[src/rtl/bcd_pkg.sv]
// ----------------------------------------------------------------------------
// bcd_pkg
// Shared definitions for the binary-to-BCD converter:
//   state_t   - converter FSM state encoding
//   BCD_NINE  - digit value used when saturating on overflow
//   add3_adj  - double-dabble digit correction (add 3 when digit >= 5)
// ----------------------------------------------------------------------------
package bcd_pkg;

    typedef enum logic [1:0] {
        IDLE  = 2'd0,
        SHIFT = 2'd1,
        DONE  = 2'd2
    } state_t;

    localparam logic [3:0] BCD_NINE = 4'd9;

    // A digit >= 5 would become >= 10 after the next doubling; pre-adding 3
    // makes the doubling carry into the next digit instead.
    function automatic logic [3:0] add3_adj(input logic [3:0] d);
        if (d >= 4'd5) begin
            return d + 4'd3;
        end
        return d;
    endfunction

endpackage

[src/rtl/bcd_digit_adj.sv]
// ----------------------------------------------------------------------------
// bcd_digit_adj
// Combinational shift-and-add-3 correction for one BCD digit.
// Ports:
//   i_digit  in   4  current BCD digit
//   o_digit  out  4  digit after the add-3 correction
// ----------------------------------------------------------------------------
module bcd_digit_adj
    import bcd_pkg::*;
(
    input  logic [3:0] i_digit,
    output logic [3:0] o_digit
);

    assign o_digit = add3_adj(i_digit);

endmodule

[src/rtl/bin2bcd_pipe.sv]
// ----------------------------------------------------------------------------
// bin2bcd_pipe
// Handshaked sequential binary-to-BCD converter (shift-and-add-3, one input
// bit per clock) with overflow saturation and a leading-zero blanking mask.
// Parameters:
//   BIN_W  binary input width (4..32)
//   DIG_N  number of BCD output digits (1..10)
// Ports:
//   sys_clk    in   1        clock, rising edge
//   sys_rst_n  in   1        synchronous active-low reset
//   in_valid   in   1        in_data valid
//   in_ready   out  1        converter idle and able to accept
//   in_data    in   BIN_W    unsigned binary value
//   out_valid  out  1        result valid, held until out_ready
//   out_ready  in   1        consumer accepts result
//   bcd_data   out  4*DIG_N  packed BCD, digit 0 least significant
//   digit_nz   out  DIG_N    bit i set if digit i or any higher digit != 0
//   ovf        out  1        input exceeded 10^DIG_N-1, bcd_data saturated
// ----------------------------------------------------------------------------
module bin2bcd_pipe
    import bcd_pkg::*;
#(
    parameter int BIN_W = 20,
    parameter int DIG_N = 6
) (
    input  logic                 sys_clk,
    input  logic                 sys_rst_n,
    input  logic                 in_valid,
    output logic                 in_ready,
    input  logic [BIN_W-1:0]     in_data,
    output logic                 out_valid,
    input  logic                 out_ready,
    output logic [4*DIG_N-1:0]   bcd_data,
    output logic [DIG_N-1:0]     digit_nz,
    output logic                 ovf
);

    localparam int CNT_W = $clog2(BIN_W);
    localparam int BCD_W = 4 * DIG_N;
    localparam int SR_W  = BCD_W + BIN_W;

    state_t             r_state;
    state_t             w_state_next;

    logic [BCD_W-1:0]   r_bcd_sr;
    logic [BIN_W-1:0]   r_bin_sr;
    logic [CNT_W-1:0]   r_cnt;
    logic               r_ovf;

    logic [BCD_W-1:0]   r_bcd_out;
    logic               r_ovf_out;
    logic               r_out_valid;

    logic [BCD_W-1:0]   w_bcd_adj;
    logic [SR_W-1:0]    w_shifted;
    logic               w_shift_out;
    logic               w_last;
    logic               w_ovf_next;
    logic [DIG_N-1:0]   w_nz_chain;

    // ------------------------------------------------------------------
    // Per-digit add-3 correction
    // ------------------------------------------------------------------
    for (genvar g = 0; g < DIG_N; g++) begin : g_adj
        bcd_digit_adj u_adj (
            .i_digit (r_bcd_sr[4*g +: 4]),
            .o_digit (w_bcd_adj[4*g +: 4])
        );
    end

    // The bit leaving the top digit is lost precision, i.e. overflow.
    assign {w_shift_out, w_shifted} = {w_bcd_adj, r_bin_sr, 1'b0};
    assign w_last     = (r_cnt == CNT_W'(BIN_W - 1));
    assign w_ovf_next = r_ovf | w_shift_out;

    // ------------------------------------------------------------------
    // FSM: state register
    // ------------------------------------------------------------------
    always_ff @(posedge sys_clk) begin
        if (!sys_rst_n) begin
            r_state <= IDLE;
        end else begin
            r_state <= w_state_next;
        end
    end

    // ------------------------------------------------------------------
    // FSM: next-state logic
    // ------------------------------------------------------------------
    always_comb begin
        w_state_next = r_state;
        unique case (r_state)
            IDLE:    if (in_valid)  w_state_next = SHIFT;
            SHIFT:   if (w_last)    w_state_next = DONE;
            DONE:    if (out_ready) w_state_next = IDLE;
            default:                w_state_next = IDLE;
        endcase
    end

    // ------------------------------------------------------------------
    // FSM: outputs
    // ------------------------------------------------------------------
    always_comb begin
        in_ready = 1'b0;
        if (r_state == IDLE) begin
            in_ready = 1'b1;
        end
    end

    // ------------------------------------------------------------------
    // Datapath
    // ------------------------------------------------------------------
    always_ff @(posedge sys_clk) begin
        if (!sys_rst_n) begin
            r_bcd_sr    <= '0;
            r_bin_sr    <= '0;
            r_cnt       <= '0;
            r_ovf       <= 1'b0;
            r_bcd_out   <= '0;
            r_ovf_out   <= 1'b0;
            r_out_valid <= 1'b0;
        end else begin
            unique case (r_state)
                IDLE: begin
                    if (in_valid) begin
                        r_bin_sr <= in_data;
                        r_bcd_sr <= '0;
                        r_ovf    <= 1'b0;
                        r_cnt    <= '0;
                    end
                end
                SHIFT: begin
                    r_bcd_sr <= w_shifted[SR_W-1:BIN_W];
                    r_bin_sr <= w_shifted[BIN_W-1:0];
                    r_ovf    <= w_ovf_next;
                    r_cnt    <= r_cnt + CNT_W'(1);
                    if (w_last) begin
                        r_bcd_out   <= w_ovf_next ? {DIG_N{BCD_NINE}}
                                                  : w_shifted[SR_W-1:BIN_W];
                        r_ovf_out   <= w_ovf_next;
                        r_out_valid <= 1'b1;
                    end
                end
                DONE: begin
                    if (out_ready) begin
                        r_out_valid <= 1'b0;
                    end
                end
                default: ;
            endcase
        end
    end

    // ------------------------------------------------------------------
    // Leading-zero mask: OR-chain from the top digit down; digit 0 is
    // always shown so a zero value still displays "0".
    // ------------------------------------------------------------------
    assign w_nz_chain[DIG_N-1] = |r_bcd_out[BCD_W-1 -: 4];
    for (genvar g = 0; g < DIG_N - 1; g++) begin : g_nz
        assign w_nz_chain[g] = w_nz_chain[g+1] | (|r_bcd_out[4*g +: 4]);
    end

    assign digit_nz  = w_nz_chain | DIG_N'(1);
    assign bcd_data  = r_bcd_out;
    assign ovf       = r_ovf_out;
    assign out_valid = r_out_valid;

endmodule

[config.mk]
export PLATFORM = sky130hd
export DESIGN_NAME = bin2bcd_pipe
export DESIGN_NICKNAME = d
export VERILOG_FILES = /design/src/rtl/bcd_pkg.sv /design/src/rtl/bcd_digit_adj.sv /design/src/rtl/bin2bcd_pipe.sv
export SDC_FILE = /design/constraint.sdc
export NUM_CORES = 1
export LEC_CHECK = 0
export CAP_MARGIN = 25
export CELL_PAD_IN_SITES_DETAIL_PLACEMENT = 0
export CELL_PAD_IN_SITES_GLOBAL_PLACEMENT = 1
export CORE_UTILIZATION = 40
export DETAILED_ROUTE_END_ITERATION = 8
export DONT_BUFFER_PORTS = 1
export GPL_ROUTABILITY_DRIVEN = 0
export HOLD_SLACK_MARGIN = 0.12
export PLACE_DENSITY = 0.66
export SYNTH_ARGS = -nofsm -noshare
export SYNTH_HDL_FRONTEND = slang
export SYNTH_SLANG_ARGS = --single-unit
[constraint.sdc]
create_clock -name sys_clk -period 5.2 [get_ports sys_clk]
set_clock_uncertainty 0.1 [all_clocks]
set_input_delay 1.04 -clock sys_clk [delete_from_list [all_inputs] [get_ports sys_clk]]
set_output_delay 1.04 -clock sys_clk [all_outputs]
set_load 0.01 [all_outputs]
==> tab_implementation.tex <==
\begin{tabular}{lr}
\hline
Metric & Value \\
\hline
\multicolumn{2}{l}{\textbf{Run status}} \\
\quad Result of the run & finished, final reports clean \\
\multicolumn{2}{l}{\textbf{Worst hold path}} \\
\quad Hold Path Stages & 1 \\
\quad Worst Hold Class & reg -> reg \\
\multicolumn{2}{l}{\textbf{Clocking}} \\
\quad Quantity of gates resized following cts & 0 \\
\quad CTS H-tree depth & 3 \\
\quad Number of clock buffers inserted by TritonCTS & 9 \\
\quad Hold Buf Count CTS & 0 \\
\quad Clock tree from TritonCTS & done \\
\quad Clock latency at the later pin of the worst-skew pair & 0.35 ns \\
\quad Number of buffers inserted to repair setup after CTS & 0 \\
\quad Root buffer cell & sky130\_fd\_sc\_hd\_\_clkbuf\_8 \\
\quad Max clock buf depth & 2 \\
\quad Clock slew seen by the registers of the worst setup and hold paths & 0.08 ns \\
\quad Clock tree sinks & 78 \\
\multicolumn{2}{l}{\textbf{Placed design}} \\
\quad Placement Setup Slack & 2.487 ns \\
\quad HPWL after detailed placement & 5.991 mm \\
\quad Port Buf Inserts & 0 \\
\quad Placed instance count & 579 \\
\multicolumn{2}{l}{\textbf{Logic synthesis}} \\
\quad Number of synthesized flops with an enable pin & 0 \\
\quad Register bit total from synthesis & 78 \\
\quad Share of synthesized flip-flops with an asynchronous set or reset & 0\% \\
\quad Prevailing post-synth register cell & sky130\_fd\_sc\_hd\_\_dfxtp\_1 \\
\quad Most area-consuming cells after synthesis & sky130\_fd\_sc\_hd\_\_dfxtp\_1 (39\%), sky130\_fd\_sc\_hd\_\_a21oi\_1 (6.8\%), sky130\_fd\_sc\_hd\_\_o221a\_2 (6.0\%), sky130\_fd\_sc\_hd\_\_nor2\_1 (4.9\%), sky130\_fd\_sc\_hd\_\_ha\_1 (4.1\%) \\
\quad Net count after synthesis & 517 \\
\quad Sequential-to-total area share from yosys stat & 39.48\% \\
\quad Number of unique standard cell types used by synthesis & 46 \\
\quad Top cell type by total area after synthesis & sky130\_fd\_sc\_hd\_\_dfxtp\_1 \\
\quad Number of standard cells after synthesis & 480 \\
\quad Mapped Avg Cell Area & 8.240 µm² \\
\quad Number of synthesis warnings & 0 \\
\quad Area share of the largest cell type after synthesis & 39.48\% \\
\quad Area of the mapped netlist & 0.003955 mm² \\
\multicolumn{2}{l}{\textbf{Detailed routing}} \\
\quad Via total after detailed routing & 3,375 \\
\quad Final WL & 9.490 mm \\
\quad Drt drc & 0 \\
\quad Iter 0 DRT Violations & 100 \\
\quad Remaining number of nets flagged by the antenna check after routing & 0 \\
\quad Wirelength per Cell & 15.95 µm \\
\quad First-pass detailed-route iteration total & 4 \\
\quad Post-DR vias/cell & 5.672 \\
\multicolumn{2}{l}{\textbf{STA}} \\
\quad Highest Clock Rate & 0.3277 GHz \\
\quad Setup ws final & 2.149 ns \\
\quad Max-slew violation total from the final report & 0 \\
\quad Final Hold Vio Count & 0 \\
\quad Crit share post-route & 58.68\% \\
\quad Relative slew margins & 53.08\% \\
\quad Unrepaired setup endpoints after global routing & false \\
\quad Min Clock Period, post-route & 3.051 ns \\
\quad Endpoints failing setup & 0 \\
\quad Worst-margin pin slew & 0.7038 ns \\
\quad TNS Setup & 0 ns \\
\multicolumn{2}{l}{\textbf{GRT}} \\
\quad Leftover overflow at the end of global routing & 0 \\
\quad Largest net degree at the start of global routing & 51 \\
\quad Via count of the first global-routing pass & 3,181 \\
\quad Number of antenna violations at the first check in global routing & 0 \\
\quad GRT Overall Usage & 19.72\% \\
\quad Global-route wire length before repair & 15.66 mm \\
\multicolumn{2}{l}{\textbf{Floorplanning}} \\
\quad Overall die height & 101.4 µm \\
\quad Overall die width & 101.4 µm \\
\quad Total Die Area & 0.01029 mm² \\
\quad Placement row count & 35 \\
\quad Initial core utilization & 42.01\% \\
\quad I/O pin count & 57 \\
\quad Placeable core region & 0.009415 mm² \\
\multicolumn{2}{l}{\textbf{Final layout}} \\
\quad Top library cells by usage in the layout, fill and taps aside & sky130\_fd\_sc\_hd\_\_dfxtp\_1 (78), sky130\_fd\_sc\_hd\_\_a21oi\_1 (54), sky130\_fd\_sc\_hd\_\_nor2\_1 (52) \\
\quad Commonest non-fill, non-tap cell in the layout & sky130\_fd\_sc\_hd\_\_dfxtp\_1 \\
\quad Final nets & 498 \\
\quad Fraction of final layout cells sized beyond drive strength 1 & 11.37\% \\
\quad Filler cell count & 934 \\
\quad Total area of multi-input combinational cells & 0.002188 mm² \\
\quad Area of all sequential standard cells & 0.001562 mm² \\
\quad Number of cells in the finished layout apart from fillers & 595 \\
\quad Number of diodes & 0 \\
\quad Growth of design area from synthesis to finish & 6.675\% \\
\multicolumn{2}{l}{\textbf{Worst setup path}} \\
\quad Arrival time at the worst endpoint & 1.91 ns \\
\quad Setup crit end kind & output pin \\
\quad Endpoint required time on the critical path & 4.06 ns \\
\quad Startpoint-to-endpoint class of the critical path & reg -> out \\
\quad Critical path startpoint category & flip-flop \\
\quad Peak fanout along the critical path & 4 \\
\quad Number of cells on the worst reg-to-reg path & 5 \\
\multicolumn{2}{l}{\textbf{Power}} \\
\quad Power density relative to cell area & 275.0 mW/mm² \\
\quad Worst vdd rail ir drop & 0.0001153 V \\
\quad Leak pwr & 1.594 nW \\
\multicolumn{2}{l}{\textbf{Flow run}} \\
\quad Count of maximum capacitance violations & 0 \\
\hline
\end{tabular}
synth_stat cells, types with 6 or more instances:
master and number:
sky130_fd_sc_hd__nand2_1 31, sky130_fd_sc_hd__nor2b_1 25, sky130_fd_sc_hd__nand3_1 21, sky130_fd_sc_hd__o21ai_0 32, sky130_fd_sc_hd__nor3b_1 6, sky130_fd_sc_hd__dfxtp_1 78, sky130_fd_sc_hd__nand2b_1 10, sky130_fd_sc_hd__a211o_1 7
sky130_fd_sc_hd__inv_1 15, sky130_fd_sc_hd__or3_1 6, sky130_fd_sc_hd__clkbuf_1 28, sky130_fd_sc_hd__a2bb2oi_1 10, sky130_fd_sc_hd__ha_1 13, sky130_fd_sc_hd__a21oi_1 54, sky130_fd_sc_hd__o221a_2 21, sky130_fd_sc_hd__nor3_1 8
sky130_fd_sc_hd__a211oi_1 7, sky130_fd_sc_hd__nor2_1 52, sky130_fd_sc_hd__and2_1 6
metrics by stage:
step | hold WS [ns] | util [%] | total power [mW] | instance area (µm²)
global route | 0.4244 | 44.81 | 1.211 | 4219
CTS | 0.4099 | 44.81 | 1.176 | 4219
finish | 0.4037 | 44.81 | 1.160 | 4219
detailed placement | 0.3906 | 42.70 | 0.7153 | 4020
floorplan | 0.3644 | - | 0.7032 | 3955
global placement | 0.3853 | 42.70 | 0.7151 | 4020
power breakdown:
group	leakage (nW)	switching [mW]	internal, mW
clock network	0.102	0.226	0.233
registers	0.634	0.00883	0.613
logic	0.858	0.0449	0.0349
total	1.59	0.279	0.881
sequential cells by signal, summed over array words and instances (netlist names):
signal     cells
bcd_data      24
out_valid      1
ovf            1
r_bcd_sr      24
r_bin_sr      20
r_cnt          5
r_ovf          1
r_state        2
cell type report:
class	count	area share, %
inverter	15	1.335
clock buffer	10	3.262
sequential	78	37.01
multi-input combinational	350	51.87
clock inverter	6	1.453
timing repair buffer	7	1.246
tap	129	3.826
path summary, 6_finish.rpt:
| kind | slack, ns | from | to |
|---|---|---|---|
| worst max-delay path | 2.15 | bcd_data[23] | digit_nz[1] |
| worst min-delay path | 0.40 | r_ovf | r_ovf |
| worst max register to register | 2.90 | r_cnt[0] | bcd_data[2] |
| worst min register to register | 0.40 | r_ovf | r_ovf |
worst max-delay path: stages, from the launching register on:
cell                      delay, ns
sky130_fd_sc_hd__dfxtp_1       0.36
sky130_fd_sc_hd__or4_1         0.63
sky130_fd_sc_hd__nor2_1        0.35
sky130_fd_sc_hd__nand4_1       0.22
cells by family after synthesis:
kind of cell	synth area share [%]
other cells	0.09482
simple gates	23.41
fa+ha+maj	4.113
mux	0.5694
flops	39.48
compound gates	27.05
buf+inv	5.283
metal layers:
metal / vias to the layer above / track usage, % / share of wire [%]
li1: 1689 / - / -
met1: 1608 / 25.75 / 48
met2: 68 / 32.34 / 46
met3: 10 / 3.175 / 4.4
met4: 0 / 8.361 / 1.2
met5: - / 0 / 0
No activity file was read; power rests on OpenSTA's default activity.
